## config.mk

```make
export PLATFORM = sky130hd
export DESIGN_NAME = pdp8_bus_responder
export DESIGN_NICKNAME = d
export VERILOG_FILES = /design/src/rtl/pdp8_bus_responder.sv
export SDC_FILE = /design/constraint.sdc
export NUM_CORES = 1
export LEC_CHECK = 0
export CAP_MARGIN = 20
export CORE_MARGIN = 4
export CORE_UTILIZATION = 40
export CTS_CLUSTER_DIAMETER = 40
export DETAILED_ROUTE_END_ITERATION = 10
export GPL_ROUTABILITY_DRIVEN = 1
export SLEW_MARGIN = 25
export SYNTH_ARGS = -nofsm -noshare
export SYNTH_HDL_FRONTEND = slang
export SYNTH_SLANG_ARGS = --single-unit
```

## constraint.sdc

```tcl
create_clock -name clk -period 7.4 [get_ports clk]
set_clock_uncertainty 0.1 [all_clocks]
set_input_delay 0.74 -clock clk [delete_from_list [all_inputs] [get_ports clk]]
set_output_delay 0.74 -clock clk [all_outputs]
set_load 0.05 [all_outputs]
```

## src/rtl/pdp8_bus_responder.sv

```systemverilog
// Memory/IO responder for the PDP-8 multiplexed nibble bus: decodes the beat stream, returns read
// nibbles combinationally, commits 12-bit writes to an internal RAM or to a single device port.
module pdp8_bus_responder #(
    parameter int MEM_AW = 6
) (
    input  logic              clk,
    input  logic              reset,
    input  logic [7:0]        bus_in,
    output logic [3:0]        data_out,
    input  logic              ld_we,
    input  logic [MEM_AW-1:0] ld_addr,
    input  logic [11:0]       ld_data,
    input  logic [11:0]       dev_rdata,
    input  logic              dev_ready,
    input  logic              dev_skip,
    input  logic              dev_int,
    output logic              dev_we,
    output logic [5:0]        dev_addr,
    output logic [2:0]        dev_op,
    output logic [11:0]       dev_wdata,
    output logic              err
);

    typedef enum logic [2:0] {
        S_ALO  = 3'd0,
        S_AHI  = 3'd1,
        S_IOD0 = 3'd2,
        S_D1   = 3'd3,
        S_D2   = 3'd4
    } state_t;

    state_t      state_q, state_d;
    logic [11:0] addr_q, addr_d;
    logic        io_q, io_d;
    logic [11:0] rword_q, rword_d;
    logic [11:0] wword_q, wword_d;
    logic        err_q, err_d;
    logic        dev_we_q, dev_we_d;
    logic [5:0]  dev_addr_q, dev_addr_d;
    logic [2:0]  dev_op_q, dev_op_d;
    logic [11:0] dev_wdata_q, dev_wdata_d;

    logic [11:0] mem [2**MEM_AW];
    logic        mem_we;
    logic [11:0] mem_wdata;
    logic [11:0] raddr_full;

    logic       is_alo, is_ahi, is_io, is_d0, is_d1, is_d2, beat_w;
    logic [3:0] beat_d;

    always_comb begin
        is_alo = (bus_in[7:6] == 2'b10);
        is_ahi = (bus_in[7:6] == 2'b11);
        is_io  = (bus_in[7:5] == 3'b011) && !bus_in[3];
        is_d0  = (bus_in[7:5] == 3'b000);
        is_d1  = (bus_in[7:5] == 3'b001);
        is_d2  = (bus_in[7:5] == 3'b010);
        beat_w = bus_in[4];
        beat_d = bus_in[3:0];
    end

    // Zero-latency return path: depends only on the current beat, never on state.
    always_comb begin
        data_out = 4'h0;
        if (is_io)
            data_out = {1'b0, dev_int, dev_skip, dev_ready};
        else if (is_d0 && !beat_w)
            data_out = rword_q[11:8];
        else if (is_d1 && !beat_w)
            data_out = rword_q[7:4];
        else if (is_d2 && !beat_w)
            data_out = rword_q[3:0];
    end

    assign raddr_full = {bus_in[5:0], addr_q[5:0]};

    always_comb begin
        state_d     = state_q;
        addr_d      = addr_q;
        io_d        = io_q;
        rword_d     = rword_q;
        wword_d     = wword_q;
        err_d       = err_q;
        dev_we_d    = 1'b0;
        dev_addr_d  = dev_addr_q;
        dev_op_d    = dev_op_q;
        dev_wdata_d = dev_wdata_q;
        mem_we      = 1'b0;
        mem_wdata   = {beat_d, wword_q[7:0]};

        if (state_q != S_ALO && is_alo) begin
            // Resync: drop the partial transaction and treat this as a fresh address.
            err_d       = 1'b1;
            io_d        = 1'b0;
            addr_d[5:0] = bus_in[5:0];
            state_d     = S_AHI;
        end else begin
            case (state_q)
                S_ALO: begin
                    if (is_alo) begin
                        addr_d[5:0] = bus_in[5:0];
                        state_d     = S_AHI;
                    end else begin
                        err_d = 1'b1;
                    end
                end
                S_AHI: begin
                    if (is_ahi) begin
                        addr_d[11:6] = bus_in[5:0];
                        rword_d      = mem[raddr_full[MEM_AW-1:0]];
                        state_d      = S_IOD0;
                    end else begin
                        err_d   = 1'b1;
                        state_d = S_ALO;
                    end
                end
                S_IOD0: begin
                    if (is_io && !io_q) begin
                        io_d     = 1'b1;
                        dev_op_d = bus_in[2:0];
                        rword_d  = dev_rdata;
                    end else if (is_d0) begin
                        if (beat_w)
                            wword_d[3:0] = beat_d;
                        state_d = S_D1;
                    end else begin
                        err_d   = 1'b1;
                        io_d    = 1'b0;
                        state_d = S_ALO;
                    end
                end
                S_D1: begin
                    if (is_d1) begin
                        if (beat_w)
                            wword_d[7:4] = beat_d;
                        state_d = S_D2;
                    end else begin
                        err_d   = 1'b1;
                        io_d    = 1'b0;
                        state_d = S_ALO;
                    end
                end
                S_D2: begin
                    io_d    = 1'b0;
                    state_d = S_ALO;
                    if (is_d2) begin
                        if (beat_w && io_q) begin
                            dev_wdata_d = {beat_d, wword_q[7:0]};
                            dev_addr_d  = addr_q[5:0];
                            dev_we_d    = 1'b1;
                        end else if (beat_w) begin
                            mem_we = 1'b1;
                        end
                    end else begin
                        err_d = 1'b1;
                    end
                end
                default: begin
                    state_d = S_ALO;
                    io_d    = 1'b0;
                end
            endcase
        end
    end

    always_ff @(posedge clk or posedge reset) begin
        if (reset) begin
            state_q     <= S_ALO;
            addr_q      <= 12'h000;
            io_q        <= 1'b0;
            rword_q     <= 12'h000;
            wword_q     <= 12'h000;
            err_q       <= 1'b0;
            dev_we_q    <= 1'b0;
            dev_addr_q  <= 6'h00;
            dev_op_q    <= 3'h0;
            dev_wdata_q <= 12'h000;
        end else begin
            state_q     <= state_d;
            addr_q      <= addr_d;
            io_q        <= io_d;
            rword_q     <= rword_d;
            wword_q     <= wword_d;
            err_q       <= err_d;
            dev_we_q    <= dev_we_d;
            dev_addr_q  <= dev_addr_d;
            dev_op_q    <= dev_op_d;
            dev_wdata_q <= dev_wdata_d;
        end
    end

    // Bus write is ordered after the preload so it wins on an address collision.
    always_ff @(posedge clk) begin
        if (ld_we)
            mem[ld_addr] <= ld_data;
        if (mem_we)
            mem[addr_q[MEM_AW-1:0]] <= mem_wdata;
    end

    logic unused_addr_bits;
    assign unused_addr_bits = ^{addr_q, raddr_full};

    assign dev_we    = dev_we_q;
    assign dev_addr  = dev_addr_q;
    assign dev_op    = dev_op_q;
    assign dev_wdata = dev_wdata_q;
    assign err       = err_q;

endmodule

```

==> results of run 1 <==
==> cell usage in the layout, fill, tap and decap left out, types with 6 or more instances in the layout <==
cell type and instances:
a211oi_1 7, a21oi_1 41, a221oi_1 58, a22o_1 12
a22oi_1 72, a31oi_1 14, and3_1 6, buf_2 15
buf_4 110, bufinv_16 13, clkbuf_1 15, clkbuf_16 141
clkdlybuf4s50_1 54, clkinv_1 17, clkinv_2 18, clkinv_4 13
clkinvlp_4 12, dfrtp_1 42, dfrtp_2 8, edfxtp_1 768
inv_6 14, mux2_1 7, mux2_2 823, mux2i_1 185
mux4_2 44, nand2_1 42, nand2b_1 8, nand3_1 28
nand3b_1 6, nand4_1 10, nor2_1 77, nor2_2 34
nor2_4 10, nor2b_1 10, o21ai_0 41, o21ai_2 13
o221ai_1 6, o22ai_1 88, o22ai_2 6, or2_2 10
==> synthesized netlist by cell type, types with 53 or more instances <==
master / n
clkbuf_1: 194
mux2i_1: 185
o21ai_0: 59
a221oi_1: 58
buf_4: 65
nor2_1: 105
o22ai_1: 94
a22oi_1: 72
buf_2: 67
edfxtp_1: 768
mux2_2: 823
dfrtp_1: 53
==> per-stage QoR <==
stage	area [µm²]	setup slack (ns)	power, µW	utilization
final	48900	2.99	13200	0.463
after global routing	48900	2.98	13500	0.463
after CTS	48900	3.02	13200	0.462
after detailed placement	44300	2.68	6910	0.419
after global placement	44200	2.60	6880	0.418
after floorplan	42800	4.45	6290	-
==> power breakdown <==
group / internal, µW / switching [µW]
Combinational: 558 / 1080
Clock: 3980 / 2330
Sequential: 5150 / 96.3
==> kinds of logic after synthesis <==
group | Yosys count | share of synthesized area
AOI/OAI and AO/OA | 397 | 0.0643
buffers and inverters | 370 | 0.0445
DFF | 821 | 0.570
muxes | 1059 | 0.285
and+or+nand+nor | 293 | 0.0369
==> registers in the layout, summed over array words and instances, names as in the netlist <==
name	count
err	1
addr_q	6
wword_q	8
dev_op	3
dev_we	1
io_q	1
rword_q	12
mem	768
dev_wdata	12
dev_addr	6
state_q	3
==> worst paths after layout <==
kind / startpoint / end / slack, ns
worst min register to register: err$_DFFE_PP0P_ / err$_DFFE_PP0P_ / 0.39
max in group asynchronous: reset / addr_q[2]$_DFFE_PP0P_ / 6.22
worst min-delay path: err$_DFFE_PP0P_ / err$_DFFE_PP0P_ / 0.39
min in group asynchronous: reset / dev_wdata[2]$_DFFE_PP0P_ / 0.44
worst max register to register: addr_q[1]$_DFFE_PP0P_ / rword_q[11]$_DFFE_PP0P_ / 2.99
worst max-delay path: addr_q[1]$_DFFE_PP0P_ / rword_q[11]$_DFFE_PP0P_ / 2.99
==> metal layers <==
metal / vias to the layer above / wire length (µm) / track usage
met4: 0 / 6500 / 0.111
met3: 358 / 15300 / 0.0624
met5: - / 0 / 0
li1: 11400 / - / -
met1: 14600 / 58400 / 0.347
met2: 1774 / 65300 / 0.386
==> layout make-up <==
type,count,area (µm²),share of cell area
Multi-Input combinational cell,1749,16700,0.342
Inverter,4,15.0,0.000307
Clock buffer,158,3610,0.0738
Sequential cell,821,24400,0.499
Clock inverter,91,942,0.0192
Timing Repair Buffer,182,1490,0.0305
Tap cell,1391,1740,0.0356
Antenna cell,4,10.0,0.000204
==> flow_metrics.env, run 1 <==
export IMPL_status="complete, no violations"
export IMPL_dieArea_um2=112000
export IMPL_drt_iter0_drc=3685
export IMPL_yosysTopAreaCellShare=0.539
export IMPL_peakVddDrop_v=0.000195
export IMPL_cts_tree="built"
export IMPL_ys_types=73
export IMPL_via_count=28200
export IMPL_start_kind="register"
export IMPL_vias_per_cell=6.41
export IMPL_instances_no_fill=4400
export IMPL_firstDrtPassIters=6
export IMPL_max_stage_delay_ns=0.92
export IMPL_cp_slowest_cell="dfrtp_4"
export IMPL_core_area_um2=106000
export IMPL_fmax_ghz=0.227
export IMPL_synth_seq_cells=821
export IMPL_avgSynthCellArea_um2=14.6
export IMPL_place_port_buffers=70
export IMPL_worstPathRequired_ns=7.91
export IMPL_io_pins=71
export IMPL_p_per_area_nw_per_um2=269
export IMPL_cts_buffers=136
export IMPL_die_w_um=335
export IMPL_drt_wl_total_um=145000
export IMPL_path_depth=8
export IMPL_async_flop_share=0.0646
export IMPL_clk_latency_ns=0.72
export IMPL_drcViolationCount=0
export IMPL_yosys_area_top_type="edfxtp_1"
export IMPL_ant_nets=0
export IMPL_grt_max_degree=82
export IMPL_cts_root_buf="clkbuf_16"
export IMPL_dpl_hpwl_um=87300
export IMPL_synthesis_area_um2=42800
export IMPL_criticalPathCategory="reg -> reg"
export IMPL_cp_num_buf_inv=2
export IMPL_setup_tns_ns=0
export IMPL_die_h_um=335
export IMPL_crit_path_cell_trace="buf_4 > nor2b_4 > buf_4 > a221oi_1 > nor2_1 > o21ai_0 > o2111a_1 > a221oi_1"
export IMPL_layout_drive_gt1_share=0.443
export IMPL_p_leak_uw=0.0162
export IMPL_whs_ns=0.386
export IMPL_fin_crit_sh=0.596
export IMPL_crit_arrival_ns=4.92
export IMPL_placed_cells=4146
export IMPL_worst_pin_slew_ns=1.13
export IMPL_finalHoldViolCount=0
export IMPL_finalCriticalPeriod_ns=4.41
export IMPL_final_nets=2938
export IMPL_cts_setup_buffers=0
export IMPL_rsz0062_at_grt="no"
export IMPL_grt_pass1_vias=27900
export IMPL_relSlewSlack=0.249
export IMPL_antenna_found_initial=6
export IMPL_synthCells=2940
export IMPL_cts_path_max_buffers=3
export IMPL_ys_warnings_count=0
export IMPL_ys_flop_type="edfxtp_1"
export IMPL_hold_path_depth=1
export IMPL_grt_pass1_wl_um=206000
export IMPL_rows=119
export IMPL_synth_area_top_cells="edfxtp_1 (54%), mux2_2 (22%), mux2i_1 (4.3%)"
export IMPL_hp_class="reg -> reg"
export IMPL_fillers=9191
export IMPL_cp_top_family="buffers and inverters"
export IMPL_drv_cap=0
export IMPL_hold_buffers=0
export IMPL_reg2reg_depth=8
export IMPL_ctsResizeCount=0
export IMPL_gr_total_overflow=0
export IMPL_syn_to_final_growth_pct=14.3
export IMPL_syn_nets=2984
export IMPL_grt_usage=0.254
export IMPL_htree_num_levels=4
export IMPL_path_clk_slew_ns=0.05
export IMPL_cp_max_fo=41
export IMPL_ys_seq_area_frac=0.570
export IMPL_place_gp_congestion=0.916
export IMPL_wl_per_cell_um=33.1
export IMPL_drv_slew=0
export IMPL_start_util=0.405
export IMPL_endpoint_kind="register"
export IMPL_numClockSinks=821
export IMPL_synth_edf_count=768
export IMPL_setup_viol=0
No activity file was read; power rests on OpenSTA's default activity.
==> inputs of run 2 (changes only) <==
- clock period: 7.4 -> 4.1 ns (I/O delays scaled with it)
==> run 2 against run 1 <==
Cell count rose by 2.7%. Total power grew 81%. First-iteration DRC count grew 7.6%. Count of clock-buffer cells in the layout decreased by 2. Via count grew 1.1%. Critical endpoint is now rword_q[7]$_DFFE_PP0P_. Largest power group unchanged.
==> flow_metrics.env, run 2 (synthesis results as in run 1) <==
export IMPL_final_cell_mix="mux2_2 (823), edfxtp_1 (768), buf_4 (229)"
export IMPL_cts_path_max_buffers=3
export IMPL_start_util=0.405
export IMPL_dieArea_um2=112000
export IMPL_rows=119
export IMPL_drt_iter0_drc=3964
export IMPL_drv_cap=0
export IMPL_cp_top_family="buffers and inverters"
export IMPL_hold_buffers=0
export IMPL_final_common_cell="mux2_2"
export IMPL_criticalPathCategory="reg -> reg"
export IMPL_rsz0062_at_grt="no"
export IMPL_path_clk_slew_ns=0.06
export IMPL_layout_drive_gt1_share=0.447
export IMPL_dp_slack_ns=0.371
export IMPL_largest_reg_flops=768
export IMPL_ant_nets=0
export IMPL_die_w_um=335
export IMPL_setup_ws_ns=0.532
export IMPL_max_stage_delay_ns=0.88
export IMPL_start_kind="register"
export IMPL_setup_viol=0
export IMPL_cp_max_fo=62
export IMPL_hp_class="in -> async"
export IMPL_relSlewSlack=0.214
export IMPL_cp_num_buf_inv=4
export IMPL_finalCriticalPeriod_ns=3.57
export IMPL_final_nets=3059
export IMPL_cts_setup_buffers=0
export IMPL_clk_latency_ns=0.73
export IMPL_wl_met3_um=16800
export IMPL_die_h_um=335
export IMPL_crit_path_cell_trace="buf_12 > mux2i_1 > o22ai_1 > o21ai_0 > buf_4 > nand4_1 > buf_4 > nor2_1 > buf_4 > a31oi_1"
export IMPL_drcViolationCount=0
export IMPL_cts_root_buf="clkbuf_16"
export IMPL_dpl_hpwl_um=95200
export IMPL_wl_per_cell_um=33.6
export IMPL_firstDrtPassIters=7
export IMPL_p_leak_uw=0.0168
export IMPL_grt_usage=0.265
export IMPL_vias_per_cell=6.31
export IMPL_htree_num_levels=4
export IMPL_ctsResizeCount=0
export IMPL_crit_arrival_ns=4.05
export IMPL_fmax_ghz=0.280
export IMPL_placed_cells=4270
export IMPL_setup_tns_ns=0
export IMPL_antenna_found_initial=8
export IMPL_cts_tree="built"
export IMPL_syn_to_final_growth_pct=16.2
export IMPL_cp_slowest_cell="dfrtp_4"
export IMPL_grt_pass1_wl_um=214000
export IMPL_status="complete, no violations"
export IMPL_place_gp_congestion=0.927
export IMPL_wl_met2_um=67200
export IMPL_worstPathRequired_ns=4.58
export IMPL_drt_wl_total_um=152000
export IMPL_drv_slew=0
export IMPL_endpoint_kind="register"
export IMPL_finalHoldViolCount=0
export IMPL_p_per_area_nw_per_um2=481
export IMPL_via_count=28500
export IMPL_fin_crit_sh=0.870
export IMPL_grt_pass1_vias=28500
export IMPL_core_area_um2=106000
export IMPL_place_port_buffers=70
export IMPL_largest_register="mem"
export IMPL_worst_pin_slew_ns=1.18
export IMPL_crit_top_cell="buf_4"
export IMPL_top_layer_used="met5"
export IMPL_peakVddDrop_v=0.000271
export IMPL_grt_max_degree=70
export IMPL_instances_no_fill=4517
export IMPL_gr_total_overflow=0
export IMPL_io_pins=71
export IMPL_wl_met1_um=59700
export IMPL_numClockSinks=821
export IMPL_cts_buffers=134
run 2: changes by cell type in the layout (fill, tap and decap cells not counted), sizes merged:
cell | before | now
buf | 128 | 251
clkbuf | 158 | 156
clkinvlp | 12 | 10
diode | 4 | 2
bufinv | 13 | 14
inv | 20 | 19
run 2: cell type report:
| type | instances | area [µm²] |
|---|---|---|
| inverters | 4 | 15.0 |
| diodes | 2 | 5.00 |
| clock buffers | 156 | 3590 |
| clock inverters | 89 | 935 |
| flip-flops and latches | 821 | 24400 |
| multi-input cells | 1749 | 16600 |
| well taps | 1391 | 1740 |
| fillers | 9212 | 56000 |
| repair buffers | 305 | 2470 |
run 2: final timing paths:
kind	start	depth (start not counted)	to	slack, ns
worst max-delay path	addr_q[2]$_DFFE_PP0P_	10	rword_q[7]$_DFFE_PP0P_	0.53
worst min-delay path	reset	2	dev_wdata[11]$_DFFE_PP0P_	0.06
worst max register to register	addr_q[2]$_DFFE_PP0P_	10	rword_q[7]$_DFFE_PP0P_	0.53
worst min register to register	err$_DFFE_PP0P_	1	err$_DFFE_PP0P_	0.39
max in group asynchronous	reset	3	rword_q[5]$_DFFE_PP0P_	3.04
min in group clk	bus_in[3]	5	io_q$_DFFE_PP0P_	0.31
run 2: where the power goes:
group          leakage (µW)  switching, µW  total (µW)  internal [µW]
clock               0.00219           4180       11400           7200
combinational       0.00700           1950        3030           1080
sequential          0.00758            204        9490           9290
run 2: layer usage:
layer | global-route usage | up-vias
met5 | 0 | -
met4 | 0.129 | 4
met3 | 0.0787 | 413
met2 | 0.401 | 1761
met1 | 0.351 | 14600
li1 | - | 11700
run 2: metrics by stage:
step / utilization / instance area [µm²] / hold slack, ns / power, µW
after floorplan: - / 42800 / 0.417 / 11300
after global placement: 0.427 / 45200 / 0.378 / 12500
after detailed placement: 0.428 / 45200 / 0.381 / 12600
after CTS: 0.470 / 49700 / 0.0432 / 23900
after global routing: 0.470 / 49700 / 0.103 / 24500
final: 0.470 / 49700 / 0.0583 / 23900
